[src/rtl/leaf_user_out_fifo_pkg.sv]
// Shared definitions for the leaf user-side stream buffers.
package leaf_user_out_fifo_pkg;

  localparam int unsigned LEAF_PAYLOAD_BITS = 32;

  // Selects which register currently feeds the leaf-side data output.
  typedef enum logic {
    SRC_BYPASS = 1'b0,
    SRC_RAM    = 1'b1
  } out_src_e;

  // Occupancy must represent 0..2^depth_bits inclusive.
  function automatic int unsigned occ_width(input int unsigned depth_bits);
    return depth_bits + 1;
  endfunction

endpackage

[src/rtl/leaf_fifo_mem.sv]
// Simple dual-port RAM: synchronous write, synchronous registered read.
module leaf_fifo_mem #(
  parameter int unsigned WIDTH      = 32,
  parameter int unsigned ADDR_BITS  = 4
) (
  input  logic                 clk,
  input  logic                 wr_en_i,
  input  logic [ADDR_BITS-1:0] wr_addr_i,
  input  logic [WIDTH-1:0]     wr_data_i,
  input  logic                 rd_en_i,
  input  logic [ADDR_BITS-1:0] rd_addr_i,
  output logic [WIDTH-1:0]     rd_data_o
);

  logic [WIDTH-1:0] mem_q [2**ADDR_BITS];
  logic [WIDTH-1:0] rd_data_q;

  // Storage write port.
  always_ff @(posedge clk) begin
    if (wr_en_i) begin
      mem_q[wr_addr_i] <= wr_data_i;
    end
  end

  // Registered read port; holds its value while rd_en_i is low.
  always_ff @(posedge clk) begin
    if (rd_en_i) begin
      rd_data_q <= mem_q[rd_addr_i];
    end
  end

  assign rd_data_o = rd_data_q;

endmodule

[src/rtl/leaf_user_out_fifo.sv]
// Elastic buffer from a user valid/ready stream to the leaf vld/ack port.
// The head word lives in an output stage (counted in occupancy); further
// words sit in the RAM behind it.
module leaf_user_out_fifo
  import leaf_user_out_fifo_pkg::*;
#(
  parameter int unsigned PAYLOAD_BITS    = LEAF_PAYLOAD_BITS,
  parameter int unsigned DEPTH_BITS      = 4,
  parameter int unsigned ALMOST_FULL_LVL = 12,
  parameter int unsigned CNT_BITS        = 32
) (
  input  logic                             clk,
  input  logic                             reset,
  input  logic [PAYLOAD_BITS-1:0]          din_user,
  input  logic                             din_vld,
  output logic                             din_rdy,
  output logic [PAYLOAD_BITS-1:0]          din_leaf_user2interface,
  output logic                             vld_user2interface,
  input  logic                             ack_interface2user,
  output logic [occ_width(DEPTH_BITS)-1:0] occupancy,
  output logic                             almost_full,
  output logic                             empty,
  output logic [CNT_BITS-1:0]              word_cnt
);

  localparam int unsigned      OCC_W   = occ_width(DEPTH_BITS);
  localparam logic [OCC_W-1:0] DEPTH_V = OCC_W'(2 ** DEPTH_BITS);
  localparam logic [OCC_W-1:0] AF_V    = OCC_W'(ALMOST_FULL_LVL);

  logic [DEPTH_BITS-1:0]   wr_ptr_q, wr_ptr_d;
  logic [DEPTH_BITS-1:0]   rd_ptr_q, rd_ptr_d;
  logic [OCC_W-1:0]        occ_q, occ_d;
  logic                    rdy_q, rdy_d;
  logic                    vld_q, vld_d;
  out_src_e                src_q, src_d;
  logic [PAYLOAD_BITS-1:0] byp_q, byp_d;
  logic                    af_q, af_d;
  logic                    empty_q, empty_d;
  logic [CNT_BITS-1:0]     cnt_q, cnt_d;

  logic                    push, pop, slot_free, ram_wr, ram_rd;
  logic [OCC_W-1:0]        ram_cnt;
  logic [PAYLOAD_BITS-1:0] ram_rdata;

  leaf_fifo_mem #(
    .WIDTH     (PAYLOAD_BITS),
    .ADDR_BITS (DEPTH_BITS)
  ) u_mem (
    .clk       (clk),
    .wr_en_i   (ram_wr),
    .wr_addr_i (wr_ptr_q),
    .wr_data_i (din_user),
    .rd_en_i   (ram_rd),
    .rd_addr_i (rd_ptr_q),
    .rd_data_o (ram_rdata)
  );

  // Next-state: route pushes to the output stage or RAM, refill the output stage on pop.
  // The output stage is either the bypass register (word arrived while the RAM
  // was empty) or the RAM read register itself (word fetched from storage);
  // src_q selects which, so both paths reach the leaf in the same edge.
  always_comb begin
    push      = din_vld & rdy_q;
    pop       = vld_q & ack_interface2user;
    ram_cnt   = occ_q - OCC_W'(vld_q);
    slot_free = ~vld_q | pop;
    ram_wr    = 1'b0;
    ram_rd    = 1'b0;
    wr_ptr_d  = wr_ptr_q;
    rd_ptr_d  = rd_ptr_q;
    vld_d     = vld_q;
    src_d     = src_q;
    byp_d     = byp_q;
    if (slot_free) begin
      if (ram_cnt != '0) begin
        ram_rd   = 1'b1;
        rd_ptr_d = rd_ptr_q + DEPTH_BITS'(1);
        vld_d    = 1'b1;
        src_d    = SRC_RAM;
        ram_wr   = push;
      end else if (push) begin
        vld_d = 1'b1;
        src_d = SRC_BYPASS;
        byp_d = din_user;
      end else begin
        vld_d = 1'b0;
      end
    end else begin
      ram_wr = push;
    end
    if (ram_wr) begin
      wr_ptr_d = wr_ptr_q + DEPTH_BITS'(1);
    end
    occ_d   = occ_q + OCC_W'(push) - OCC_W'(pop);
    rdy_d   = (occ_d < DEPTH_V);
    af_d    = (occ_d >= AF_V);
    empty_d = (occ_d == '0);
    cnt_d   = cnt_q + CNT_BITS'(pop);
  end

  // State registers; async reset discards all held words.
  always_ff @(posedge clk or negedge reset) begin
    if (!reset) begin
      wr_ptr_q <= '0;
      rd_ptr_q <= '0;
      occ_q    <= '0;
      rdy_q    <= 1'b0;
      vld_q    <= 1'b0;
      src_q    <= SRC_BYPASS;
      byp_q    <= '0;
      af_q     <= 1'b0;
      empty_q  <= 1'b1;
      cnt_q    <= '0;
    end else begin
      wr_ptr_q <= wr_ptr_d;
      rd_ptr_q <= rd_ptr_d;
      occ_q    <= occ_d;
      rdy_q    <= rdy_d;
      vld_q    <= vld_d;
      src_q    <= src_d;
      byp_q    <= byp_d;
      af_q     <= af_d;
      empty_q  <= empty_d;
      cnt_q    <= cnt_d;
    end
  end

  assign din_rdy                 = rdy_q;
  assign vld_user2interface      = vld_q;
  assign din_leaf_user2interface = (src_q == SRC_RAM) ? ram_rdata : byp_q;
  assign occupancy               = occ_q;
  assign almost_full             = af_q;
  assign empty                   = empty_q;
  assign word_cnt                = cnt_q;

endmodule

[config.mk]
export PLATFORM = sky130hd
export DESIGN_NAME = leaf_user_out_fifo
export DESIGN_NICKNAME = d
export VERILOG_FILES = /design/src/rtl/leaf_user_out_fifo_pkg.sv /design/src/rtl/leaf_fifo_mem.sv /design/src/rtl/leaf_user_out_fifo.sv
export SDC_FILE = /design/constraint.sdc
export NUM_CORES = 1
export LEC_CHECK = 0
export BUFFER_PORTS_ARGS = -buffer_cell sky130_fd_sc_hd__buf_2
export CORE_MARGIN = 2
export CORE_UTILIZATION = 49
export DETAILED_ROUTE_END_ITERATION = 8
export GPL_TIMING_DRIVEN = 0
export PLACE_DENSITY = 0.7
export SLEW_MARGIN = 40
export SYNTH_ARGS = -nofsm -noshare
export SYNTH_HDL_FRONTEND = slang
export SYNTH_SLANG_ARGS = --single-unit
[constraint.sdc]
create_clock -name clk -period 7.7 [get_ports clk]
set_input_delay 1.155 -clock clk [delete_from_list [all_inputs] [get_ports clk]]
set_output_delay 1.155 -clock clk [all_outputs]
set_load 0.1 [all_outputs]
==> Word-level counts from Yosys, hierarchy flattened <==
Memory sizes are Yosys's and may differ from the RTL's. A register that Yosys moved wholly into a read port is not among the register bits.
Index checks and enable logic that the tools add are counted.
{ "totals": {"reg_bits": 82, "mem_bits_rw": 512, "in_bits": 36, "out_inout_bits": 73, "wordCells": 41, "mem_count": 1} }
{ "memory_table": {"columns": ["name", "depth", "width", "rd", "rd_ports_with_merged_regs", "write_ports", "line_no", "text"], "rows": [
  ["u_mem.mem_q", 16, 32, 1, 1, 1, "leaf_fifo_mem.sv:15", "logic [WIDTH-1:0] mem_q [2**ADDR_BITS];"]
]} }
{ "op_classes": {"add_sub_neg": 6, "order_cmp": 2, "muxes": 11, "n_bitwise": 5, "n_reduce_logical": 6} }
{ "op_table": {"columns": ["op", "n"], "rows": [
  ["32-bit by 1-bit adder with 32-bit output", 1],
  ["32-bit two-way mux", 1],
  ["1-bit two-way mux", 10],
  ["5-bit by 1-bit subtractor with 5-bit output", 2],
  ["4-bit by 1-bit adder with 4-bit output, second input constant", 2],
  ["5-bit by 1-bit adder with 5-bit output", 1],
  ["5-bit by 4-bit >= comparator with 1-bit output, second input constant", 1],
  ["5-bit logical NOT", 1],
  ["5-bit less-than comparator, second input constant", 1],
  ["5-bit nonzero test", 1],
  ["2-bit AND reduction", 2],
  ["3-bit AND reduction", 1],
  ["1-bit AND", 2],
  ["1-bit NOT", 2],
  ["2-bit nonzero test", 1],
  ["1-bit OR", 1]
]} }

==> Depth between registers and ports, before layout <==
Gate-level depths: netlist of the first run.
{ "depth": {"word_depth": 6, "mapped_depth": 11, "ltp_nobuf": 11} }

==> Cells and area by module <==
A second synthesis of the first run with hierarchy kept.
{ "hier_totals": {"hier_cells": 1136, "area_unflattened_um2": 24169.4} }
{ "by_module_without_submodules": {"columns": ["mod", "n_inst", "cells_each", "area_each_um2", "seq_area_each_um2"], "rows": [
  ["leaf_fifo_mem", 1, 838, 20174.3, 16335.7],
  ["leaf_user_out_fifo", 1, 298, 3995.1, 2053.2]
]} }

==> Least setup slack after synthesis of the first run <==
Ideal clock, no wire load.
{ "synth_timing": {"path_type": "reg2reg", "from": "register occ_q[1] (netlist: occupancy[1])", "to": "memory u_mem.mem_q[15][0] (enable)", "setup_time_ps": 392, "arrival_ps": 3115, "t_required_ps": 7308, "path_slack_ps": 4193, "path_stages_with_launch": 8, "n_path_buf": 1, "period_less_slack_ps": 3507, "path_cell_list": "dfrtp_1 inv_1 ha_1 nand4_1 o311ai_2 a31oi_1 clkbuf_1 and3_1"} }
{ "synth_via": {"elab_chain_cells": 6} }
{ "synth_lines": {"columns": ["element", "line_no", "text"], "rows": [
  ["from (decl)", "leaf_user_out_fifo.sv:32", "logic [OCC_W-1:0] occ_q, occ_d;"],
  ["from (signal assigned)", "leaf_user_out_fifo.sv:106", "occ_q <= '0;"],
  ["from (signal assigned)", "leaf_user_out_fifo.sv:117", "occ_q <= occ_d;"],
  ["5-bit by 1-bit subtractor with 5-bit output", "leaf_user_out_fifo.sv:65", "ram_cnt = occ_q - OCC_W'(vld_q);"],
  ["5-bit nonzero test", "leaf_user_out_fifo.sv:75", "if (ram_cnt != '0) begin"],
  ["1-bit two-way mux", "leaf_user_out_fifo.sv:75", null],
  ["1-bit two-way mux", "leaf_user_out_fifo.sv:74", "if (slot_free) begin"],
  ["1-bit two-way mux", "leaf_fifo_mem.sv:20", "if (wr_en_i) begin"],
  ["1-bit two-way mux (not written as such)", "leaf_fifo_mem.sv:21", "mem_q[wr_addr_i] <= wr_data_i;"],
  ["to (decl)", "leaf_fifo_mem.sv:15", null]
]} }
Every way passes these cells.

==> Final worst setup path of the first run <==
{ "layout_timing": {"from": "register src_q", "to": "output din_leaf_user2interface[4]"} }
{ "layout_via": {"elab_chain_cells": 1} }
{ "layout_lines": {"columns": ["element", "line_no", "text"], "rows": [
  ["from (decl)", "leaf_user_out_fifo.sv:35", "out_src_e src_q, src_d;"],
  ["from (signal assigned)", "leaf_user_out_fifo.sv:120", "src_q <= src_d;"],
  ["32-bit two-way mux", "leaf_user_out_fifo.sv:130", "assign din_leaf_user2interface = (src_q == SRC_RAM) ? ram_rdata : byp_q;"],
  ["to (decl)", "leaf_user_out_fifo.sv:17", "output logic [PAYLOAD_BITS-1:0] din_leaf_user2interface,"]
]} }
Every way passes these cells.

==> results of run 1 <==
report_power, final:
| part | switching, uW | leakage [uW] | internal, uW |
|---|---|---|---|
| registers | 149 | 0.00599 | 4130 |
| clock network | 1230 | 0.000892 | 1510 |
| logic | 2350 | 0.00270 | 1350 |
area by class of cell:
type	instances	area (um2)	area share, %
buffer	48	280	1.00
clock buffer	80	1620	5.80
timing repair buffer	131	970	3.48
sequential	626	18400	65.9
multi-input combinational	381	5560	19.9
inverter	11	41.3	0.148
antenna	1	2.50	0.00897
clock inverter	30	203	0.727
tap	664	831	2.98
cell usage in the layout (no fill, tap or decap), types with 4 or more instances in the layout:
master / n
clkbuf_1: 32
mux4_2: 160
inv_1: 11
nor2_1: 10
buf_1: 7
xnor2_1: 29
nand4_1: 11
and3_4: 16
ha_1: 13
clkinv_1: 9
buf_12: 16
mux2_2: 35
buf_2: 119
nand3_1: 15
edfxtp_1: 544
clkbuf_16: 60
clkinv_2: 13
buf_6: 14
nand2_1: 18
and3_1: 5
xor2_1: 13
dfrtp_1: 81
mux2_1: 30
clkbuf_8: 4
metal layers:
| metal | up-vias | GRT usage, % | share of wire, % |
|---|---|---|---|
| li1 | 4798 | - | - |
| met1 | 6014 | 29.7 | 42 |
| met2 | 427 | 32.2 | 48 |
| met3 | 77 | 3.73 | 7.4 |
| met4 | 2 | 5.75 | 2.2 |
| met5 | - | 1.17 | 0.024 |
critical path: stages (launching register included):
cell	delay [ns]
dfrtp_1	0.32
clkbuf_1	0.43
clkbuf_1	0.66
mux2_2	0.34
buf_2	0.44
per-stage QoR:
stage          util [%]  setup slack [ns]  hold slack (ns)  total power [uW]  instance area (um2)
2_1_floorplan         -              4.19            0.460              7190                24200
5_1_grt            57.1              3.64            0.417             11100                27900
6_report           57.1              3.72            0.419             10700                27900
3_3_place_gp       52.3              3.25            0.459              7970                25500
3_5_place_dp       53.3              4.16            0.470              8100                26100
4_1_cts            57.1              3.66            0.400             10800                27900
cell families after synthesis:
kind of cell / count (synthesis)
AO/OA/AOI/OAI: 8
adder cells (fa/ha/maj): 14
buffers and inverters: 59
multiplexers: 225
flip-flops: 626
AND/OR/NAND/NOR: 92
XOR/XNOR: 42
worst paths after layout:
| check | slack (ns) | end | from |
|---|---|---|---|
| worst max-delay path | 3.72 | din_leaf_user2interface[4] | src_q |
| worst min register to register | 0.48 | word_cnt[31] | word_cnt[31] |
| max in group asynchronous | 6.63 | empty | reset |
| worst min-delay path | 0.42 | word_cnt[20] | reset |
| worst max register to register | 4.69 | u_mem.mem_q[9][13] | occupancy[1] |
| min in group clk | 0.48 | word_cnt[31] | word_cnt[31] |
sequential cells by signal (all words and copies together), names as in the netlist:
| name | count |
|---|---|
| vld_user2interface | 1 |
| u_mem.rd_data_o | 32 |
| almost_full | 1 |
| rd_ptr_q | 4 |
| word_cnt | 32 |
| byp_q | 32 |
| src_q | 1 |
| empty | 1 |
| occupancy | 5 |
| din_rdy | 1 |
| u_mem.mem_q | 512 |
| wr_ptr_q | 4 |
==> flow_metrics.py, run 1 <==
metrics = {
    "timing": {
        "min_period_ns": 3.98,
        "setup_violations": 0,
        "fmax_mhz": 251,
        "maxSlewViolCount": 0,
        "hold_viol": 0,
        "max-slew-margin-rel_pct": 41.9,
        "worst_pin_slew_ns": 0.871,
        "final.setup.tns_ns": 0,
        "rsz0062_at_grt": "no",
        "fin_worst_skew_ns": 0.0222,
        "fin_crit_sh_pct": 51.6,
    },
    "floorplanning": {
        "die-area_um2": 51100,
        "die_h_um": 226,
        "placementRows": 81,
        "start_util_pct": 49.5,
        "placeableCoreArea_um2": 48800,
        "dieWidth_um": 226,
        "ios": 109,
    },
    "routing": {
        "avgRoutedWirePerCell_um": 25.7,
        "firstDrtPassIters": 4,
        "drtIter0Drc": 1122,
        "vias": 11300,
        "vias_per_cell": 5.74,
        "drtAntennaViolNets": 0,
        "drcViolationCount": 0,
        "routed_wl_um": 50700,
    },
    "synth": {
        "synth_top_family_by_area": "multiplexers",
        "async_flop_share_pct": 13.1,
        "synthTopCellsByCount": "edfxtp_1 (544), mux4_2 (160), dfrtp_1 (81)",
        "yosys.area_share.adder_pct": 0.756,
        "syn_inst": 1066,
        "ys_types": 36,
        "syn_area_um2": 24200,
        "synth_compound_area_share_pct": 0.264,
        "synthesis.nets": 1116,
        "yosysSeqAreaShare_pct": 76.1,
        "synth_most_common_cell": "edfxtp_1",
        "synth_ff_type": "edfxtp_1",
        "ys_top_cells_by_area": "edfxtp_1 (68%), mux4_2 (15%), dfrtp_1 (8.4%)",
        "avgSynthCellArea_um2": 22.7,
        "synthSimpleGateAreaFrac_pct": 2.13,
        "synth_edf_count": 544,
        "synth_top_cell_by_area": "edfxtp_1",
        "synth_top_area_share_pct": 67.6,
        "ys_seq_elements": 626,
        "synth_mux_area_share_pct": 17.9,
        "yosysWarnings": 0,
        "synth_xor_area_share_pct": 1.52,
    },
    "critical_path": {
        "setup.worst_path.class": "reg -> out",
        "cp.arrival_ns": 2.82,
        "cp.required_ns": 6.55,
        "cp_max_fo": 10,
        "critPathCaptureType": "output port",
        "startpoint_type": "flop",
        "r2r_cells": 8,
    },
    "pwr": {
        "p_leak_uw": 0.00959,
        "vdd_drop_max_mv": 0.228,
        "power_density_nw_per_um2": 385,
    },
    "clock_tree": {
        "cts_setup_buffers": 0,
        "clk_pin_slew_ns": 0.06,
        "numCtsBuffers": 60,
        "insertion_delay_ns": 0.62,
        "root_buffer": "clkbuf_16",
        "post_cts_resized": 0,
        "cts_sinks": 626,
        "clockBufferDepth": 3,
        "h-tree-depth": 2,
        "ctsHoldBuffers": 0,
        "cts_tree": "done",
    },
    "placed_design": {
        "portBuffers": 108,
        "dp_hpwl_um": 31100,
        "gp_congestion": 0.715,
        "dp_cells": 1860,
    },
    "cells_and_area": {
        "layout-drive-gt1-share_pct": 35.0,
        "final_cells": 1972,
        "finalNetCount": 1309,
        "fill_cells": 3583,
        "area_delta_synth_final_pct": 15.4,
    },
    "grt": {
        "grt_pass1_vias": 11500,
        "grt_max_degree": 57,
        "track_usage_pct": 20.5,
        "antenna_found_initial": 2,
        "overflow": 0,
        "grt_first_pass_wirelength_um": 75000,
    },
    "min_path": {
        "hold_class": "in -> async",
    },
    "status": {
        "status": "finished, final reports clean",
    },
    "job": {
        "drv_cap": 0,
    },
}
Note: power is estimated with default switching activity, not from simulation.
==> inputs of run 2 (changes only) <==
--- a/config.mk
+++ b/config.mk
@@ -10,7 +10,7 @@
 export CORE_UTILIZATION = 49
 export DETAILED_ROUTE_END_ITERATION = 8
 export GPL_TIMING_DRIVEN = 0
-export PLACE_DENSITY = 0.7
+export PLACE_DENSITY = 0.72
 export SLEW_MARGIN = 40
 export SYNTH_ARGS = -nofsm -noshare
 export SYNTH_HDL_FRONTEND = slang
==> constraint.sdc (replaced) <==
create_clock -name clk -period 3.2 [get_ports clk]
set_input_delay 0.48 -clock clk [delete_from_list [all_inputs] [get_ports clk]]
set_output_delay 0.48 -clock clk [all_outputs]
set_load 0.1 [all_outputs]
==> flow_metrics.py, run 2 (same netlist as run 1, synthesis figures left out) <==
metrics = {
    "grt": {
        "grt_max_degree": 55,
        "grt_pass1_vias": 11400,
        "overflow": 0,
        "grt_first_pass_wirelength_um": 74100,
        "track_usage_pct": 20.1,
        "antenna_found_initial": 2,
    },
    "timing": {
        "hold_viol": 0,
        "maxSlewViolCount": 0,
        "worst_pin_slew_ns": 0.890,
        "rsz0062_at_grt": "no",
        "fin_crit_sh_pct": 95.6,
        "timing.hold.ws_ns": 0.177,
        "fmax_mhz": 327,
        "final.setup.tns_ns": 0,
        "fin_worst_skew_ns": 0.0175,
        "min_period_ns": 3.06,
        "setup_violations": 0,
        "max-slew-margin-rel_pct": 40.7,
    },
    "cells_and_area": {
        "largest_reg_flops": 512,
        "top_register": "u_mem.mem_q",
        "final_common_cell": "edfxtp_1",
        "stdcell_area_um2": 27700,
        "area_delta_synth_final_pct": 14.5,
        "layout_common_cells": "edfxtp_1 (544), mux4_2 (160), buf_2 (119), dfrtp_1 (81), clkbuf_16 (60)",
        "final_cells": 1958,
        "finalNetCount": 1291,
        "layout-drive-gt1-share_pct": 34.8,
    },
    "critical_path": {
        "slowest_stage": "clkbuf_2",
        "r2r-start": "occupancy[1]",
        "rrSetupSlack_ns": 0.23,
        "cp.required_ns": 2.72,
        "startpoint_type": "flop",
        "r2r_end": "u_mem.mem_q[11][6]",
        "crit_buf_inv": 3,
        "crit_family": "buffers and inverters",
        "cp.arrival_ns": 2.58,
        "crit_chain": "clkbuf_1 > clkbuf_2 > mux2_2 > buf_2",
        "critPathCaptureType": "output port",
        "cp_max_fo": 10,
        "r2r_cells": 7,
        "setup.worst_path.class": "reg -> out",
        "slowest_delay_ns": 0.49,
    },
    "floorplanning": {
        "die_h_um": 226,
        "dieWidth_um": 226,
        "ios": 109,
        "placeableCoreArea_um2": 48800,
        "start_util_pct": 49.5,
        "placementRows": 81,
        "die-area_um2": 51100,
    },
    "clock_tree": {
        "clockBufferDepth": 3,
        "clk_pin_slew_ns": 0.06,
        "cts_tree": "done",
        "h-tree-depth": 2,
        "cts_setup_buffers": 0,
        "insertion_delay_ns": 0.62,
        "numCtsBuffers": 60,
        "root_buffer": "clkbuf_16",
        "cts_sinks": 626,
    },
    "routing": {
        "vias": 11300,
        "routed_wl_um": 50100,
        "drtIter0Drc": 1154,
        "drcViolationCount": 0,
        "vias_per_cell": 5.75,
        "firstDrtPassIters": 5,
        "drtAntennaViolNets": 0,
        "avgRoutedWirePerCell_um": 25.6,
    },
    "min_path": {
        "min_path_cells": 3,
        "hold_end": "word_cnt[0]",
        "hold_class": "in -> reg",
        "hp-start": "ack_interface2user",
    },
    "placed_design": {
        "postPlaceCellArea_um2": 25700,
        "portBuffers": 108,
        "dp_hpwl_um": 28300,
        "gp_congestion": 0.726,
        "dp_cells": 1842,
    },
    "job": {
        "drv_cap": 0,
    },
    "status": {
        "status": "finished, final reports clean",
    },
    "pwr": {
        "p_total_uw": 26000,
        "vdd_drop_max_mv": 0.644,
        "p_leak_uw": 0.00951,
        "power_density_nw_per_um2": 941,
    },
}
==> run 2: changes by cell type in the layout (fill, tap and decap cells not counted), moves of 3 or more <==
cell,previous run,this run
buf_6,14,11
clkbuf_1,32,28
clkinv_1,9,6
bufinv_16,1,4
clkbuf_2,2,8
buf_12,16,0
==> run 2: worst max path at each step <==
stage                 startpoint  slack (ns)                     endpoint  depth (start not counted)
floorplan           occupancy[1]       -0.05           u_mem.mem_q[15][0]                          7
global placement    occupancy[1]       -0.15                  rd_ptr_q[3]                          7
detailed placement  occupancy[1]        0.24          u_mem.mem_q[15][15]                          7
CTS                        src_q        0.08  din_leaf_user2interface[11]                          4
global route               src_q        0.04  din_leaf_user2interface[11]                          4
finish                     src_q        0.14  din_leaf_user2interface[11]                          4
==> run 2: through the flow <==
step | setup WS, ns | util, %
finish | 0.140 | 56.6
CTS | 0.0779 | 56.6
floorplan | -0.0492 | -
global placement | -0.149 | 52.4
global route | 0.0416 | 56.6
detailed placement | 0.236 | 52.7
==> run 2: layout make-up <==
cell class	count	area, um2
tap	664	831
multi-input combinational	381	5560
buffer	48	288
fill	3584	21200
antenna	1	2.50
sequential	626	18400
clock buffer	82	1630
inverter	11	41.3
timing repair buffer	113	633
clock inverter	32	297
==> run 2: report_power, final <==
group          switching [uW]  internal [uW]  leakage (uW)
Sequential                338           9950       0.00599
Clock                    2990           3910      0.000940
Combinational            5660           3170       0.00258
==> run 2: routing by layer <==
metal	wire [um]	global-route usage [%]	up-vias
li1	-	-	4766
met1	21700	29.2	6047
met2	24500	32.0	384
met3	3200	4.10	53
met4	715	4.31	2
met5	16	0	-
==> run 2: worst register-to-register path, cell delays in order, from the launching register on <==
cell       delay, ns
dfrtp_1         0.42
inv_1           0.21
ha_1            0.20
nand4bb_1       0.14
o311ai_2        0.18
a31oi_1         0.31
clkbuf_1        0.38
and3_4          0.72
==> run 2: timing repair <==
action / 4_1_cts / 5_1_grt
hold endpoints to repair: 28 / 0
resized for setup: 1 / 0
endpoints found under the setup margin: 10 / 0
hold buffers: 1 / 0
==> inputs of run 3 (changes only) <==
--- a/config.mk
+++ b/config.mk
@@ -11,6 +11,7 @@
 export DETAILED_ROUTE_END_ITERATION = 8
 export GPL_TIMING_DRIVEN = 0
 export PLACE_DENSITY = 0.72
+export RECOVER_POWER = 100
 export SLEW_MARGIN = 40
 export SYNTH_ARGS = -nofsm -noshare
 export SYNTH_HDL_FRONTEND = slang
==> flow_metrics.py, run 3 (same netlist as run 1, synthesis figures left out) <==
metrics = {
    "grt": {
        "track_usage_pct": 20.1,
        "grt_pass1_vias": 11400,
        "grt_first_pass_wirelength_um": 74100,
        "overflow": 0,
        "antenna_found_initial": 2,
        "grt_max_degree": 55,
    },
    "critical_path": {
        "critPathCaptureType": "output port",
        "crit_top_cell": "clkbuf_2",
        "cp_max_fo": 10,
        "crit_family": "buffers and inverters",
        "cp.required_ns": 2.72,
        "setup.worst_path.class": "reg -> out",
        "rrSetupSlack_ns": 0.26,
        "startpoint_type": "flop",
        "slowest_delay_ns": 0.50,
        "slowest_stage": "clkbuf_2",
        "crit_chain": "clkbuf_1 > clkbuf_2 > mux2_2 > clkbuf_2",
        "crit_buf_inv": 3,
        "cp.arrival_ns": 2.62,
    },
    "timing": {
        "fin_crit_sh_pct": 96.9,
        "timing.hold.ws_ns": 0.183,
        "fmax_mhz": 322,
        "min_period_ns": 3.10,
        "maxSlewViolCount": 29,
        "hold_viol": 0,
        "setup_violations": 0,
        "max-slew-margin-rel_pct": -57.6,
        "worst_pin_slew_ns": 2.36,
        "final.setup.tns_ns": 0,
        "fin_worst_skew_ns": 0.0163,
        "rsz0062_at_grt": "no",
        "worst_slack_ns": 0.0987,
    },
    "routing": {
        "routed_wl_um": 50000,
        "drtIter0Drc": 1232,
        "vias": 11200,
        "drtAntennaViolNets": 0,
        "vias_per_cell": 5.73,
        "drcViolationCount": 0,
        "firstDrtPassIters": 5,
        "avgRoutedWirePerCell_um": 25.5,
    },
    "clock_tree": {
        "h-tree-depth": 2,
        "root_buffer": "clkbuf_16",
        "clockBufferDepth": 3,
        "numCtsBuffers": 60,
        "cts_sinks": 626,
        "cts_tree": "done",
        "clk_pin_slew_ns": 0.06,
        "insertion_delay_ns": 0.62,
    },
    "job": {
        "drv_cap": 1,
    },
    "pwr": {
        "p_leak_uw": 0.00925,
        "p_int_uw": 17000,
        "power_density_nw_per_um2": 943,
        "vdd_drop_max_mv": 0.641,
        "power_switching_uw": 8970,
        "p_total_uw": 26000,
        "clock_power_share_pct": 26.6,
        "power.share.switching_pct": 34.5,
        "comb_power_share_pct": 33.7,
        "seq_power_share_pct": 39.7,
    },
    "floorplanning": {
        "die-area_um2": 51100,
        "die_h_um": 226,
        "placeableCoreArea_um2": 48800,
        "start_util_pct": 49.5,
        "placementRows": 81,
        "ios": 109,
        "dieWidth_um": 226,
    },
    "cells_and_area": {
        "top_register": "u_mem.mem_q",
        "layout_common_cells": "edfxtp_1 (544), mux4_2 (160), clkbuf_1 (105), dfrtp_1 (81), clkbuf_16 (60)",
        "fill_cells": 3615,
        "layout-drive-gt1-share_pct": 28.9,
        "final_common_cell": "edfxtp_1",
        "area_delta_synth_final_pct": 13.9,
        "finalNetCount": 1291,
        "largest_reg_flops": 512,
        "final_util_pct": 56.4,
    },
    "placed_design": {
        "dp_hpwl_um": 28300,
        "gp_congestion": 0.726,
        "portBuffers": 108,
        "place_ws_ns": 0.236,
    },
    "status": {
        "failed_checks": "max-capacitance violations, max-slew violations",
        "status": "finished, violations left",
    },
    "min_path": {
        "hold_class": "in -> reg",
    },
}
[run 3: routing by layer]
metal	GRT usage, %	share of wire (%)
met4	4.31	1.4
met3	4.10	6.7
met1	29.2	43
met2	32.0	49
met5	0	0.032
[run 3: area by class of cell]
class	count	area (um2)	area share [%]
tap	664	831	3.02
antenna	1	2.50	0.00909
clock buffer	82	1630	5.94
multi-input combinational	381	5530	20.1
buffer	48	288	1.05
sequential	626	18400	66.8
inverter	11	41.3	0.150
clock inverter	32	297	1.08
timing repair buffer	113	520	1.89
[run 3: worst min-delay path, cell delays in order]
cell,delay (ns)
buf_2,0.13
nand2_1,0.09
xnor2_1,0.07
[run 3: what timing repair did]
action / in CTS / in global routing
hold endpoints to repair: 28 / 0
resized for setup: 1 / 0
buffers inserted: 0 / 0
endpoints found under the setup margin: 10 / 0
hold buffers: 1 / 0
[run 3: power groups by stage]
stage	Combinational [uW]	Sequential, uW	Clock (uW)
final	8760	10300	6900
after global routing	9270	10400	7340
after CTS	8970	10300	7020
after detailed placement	8920	10500	0
after global placement	8740	10400	0
after floorplan	6230	11100	0
[run 3: worst paths after layout]
| path | startpoint | end | cells past startpoint |
|---|---|---|---|
| min in group asynchronous | reset | word_cnt[26] | 2 |
| worst min register to register | word_cnt[31] | word_cnt[31] | 1 |
| worst max register to register | occupancy[1] | u_mem.mem_q[11][6] | 7 |
| worst max-delay path | src_q | din_leaf_user2interface[13] | 4 |
| max in group asynchronous | reset | byp_q[7] | 2 |
| worst min-delay path | ack_interface2user | word_cnt[0] | 3 |
[run 3: per-stage QoR]
stage / area (um2) / cells
2_1_floorplan: 24200 / 1066
3_3_place_gp: 25600 / 1838
3_5_place_dp: 25700 / 1842
4_1_cts: 27700 / 1957
5_1_grt: 27500 / 1957
6_report: 27500 / 1958
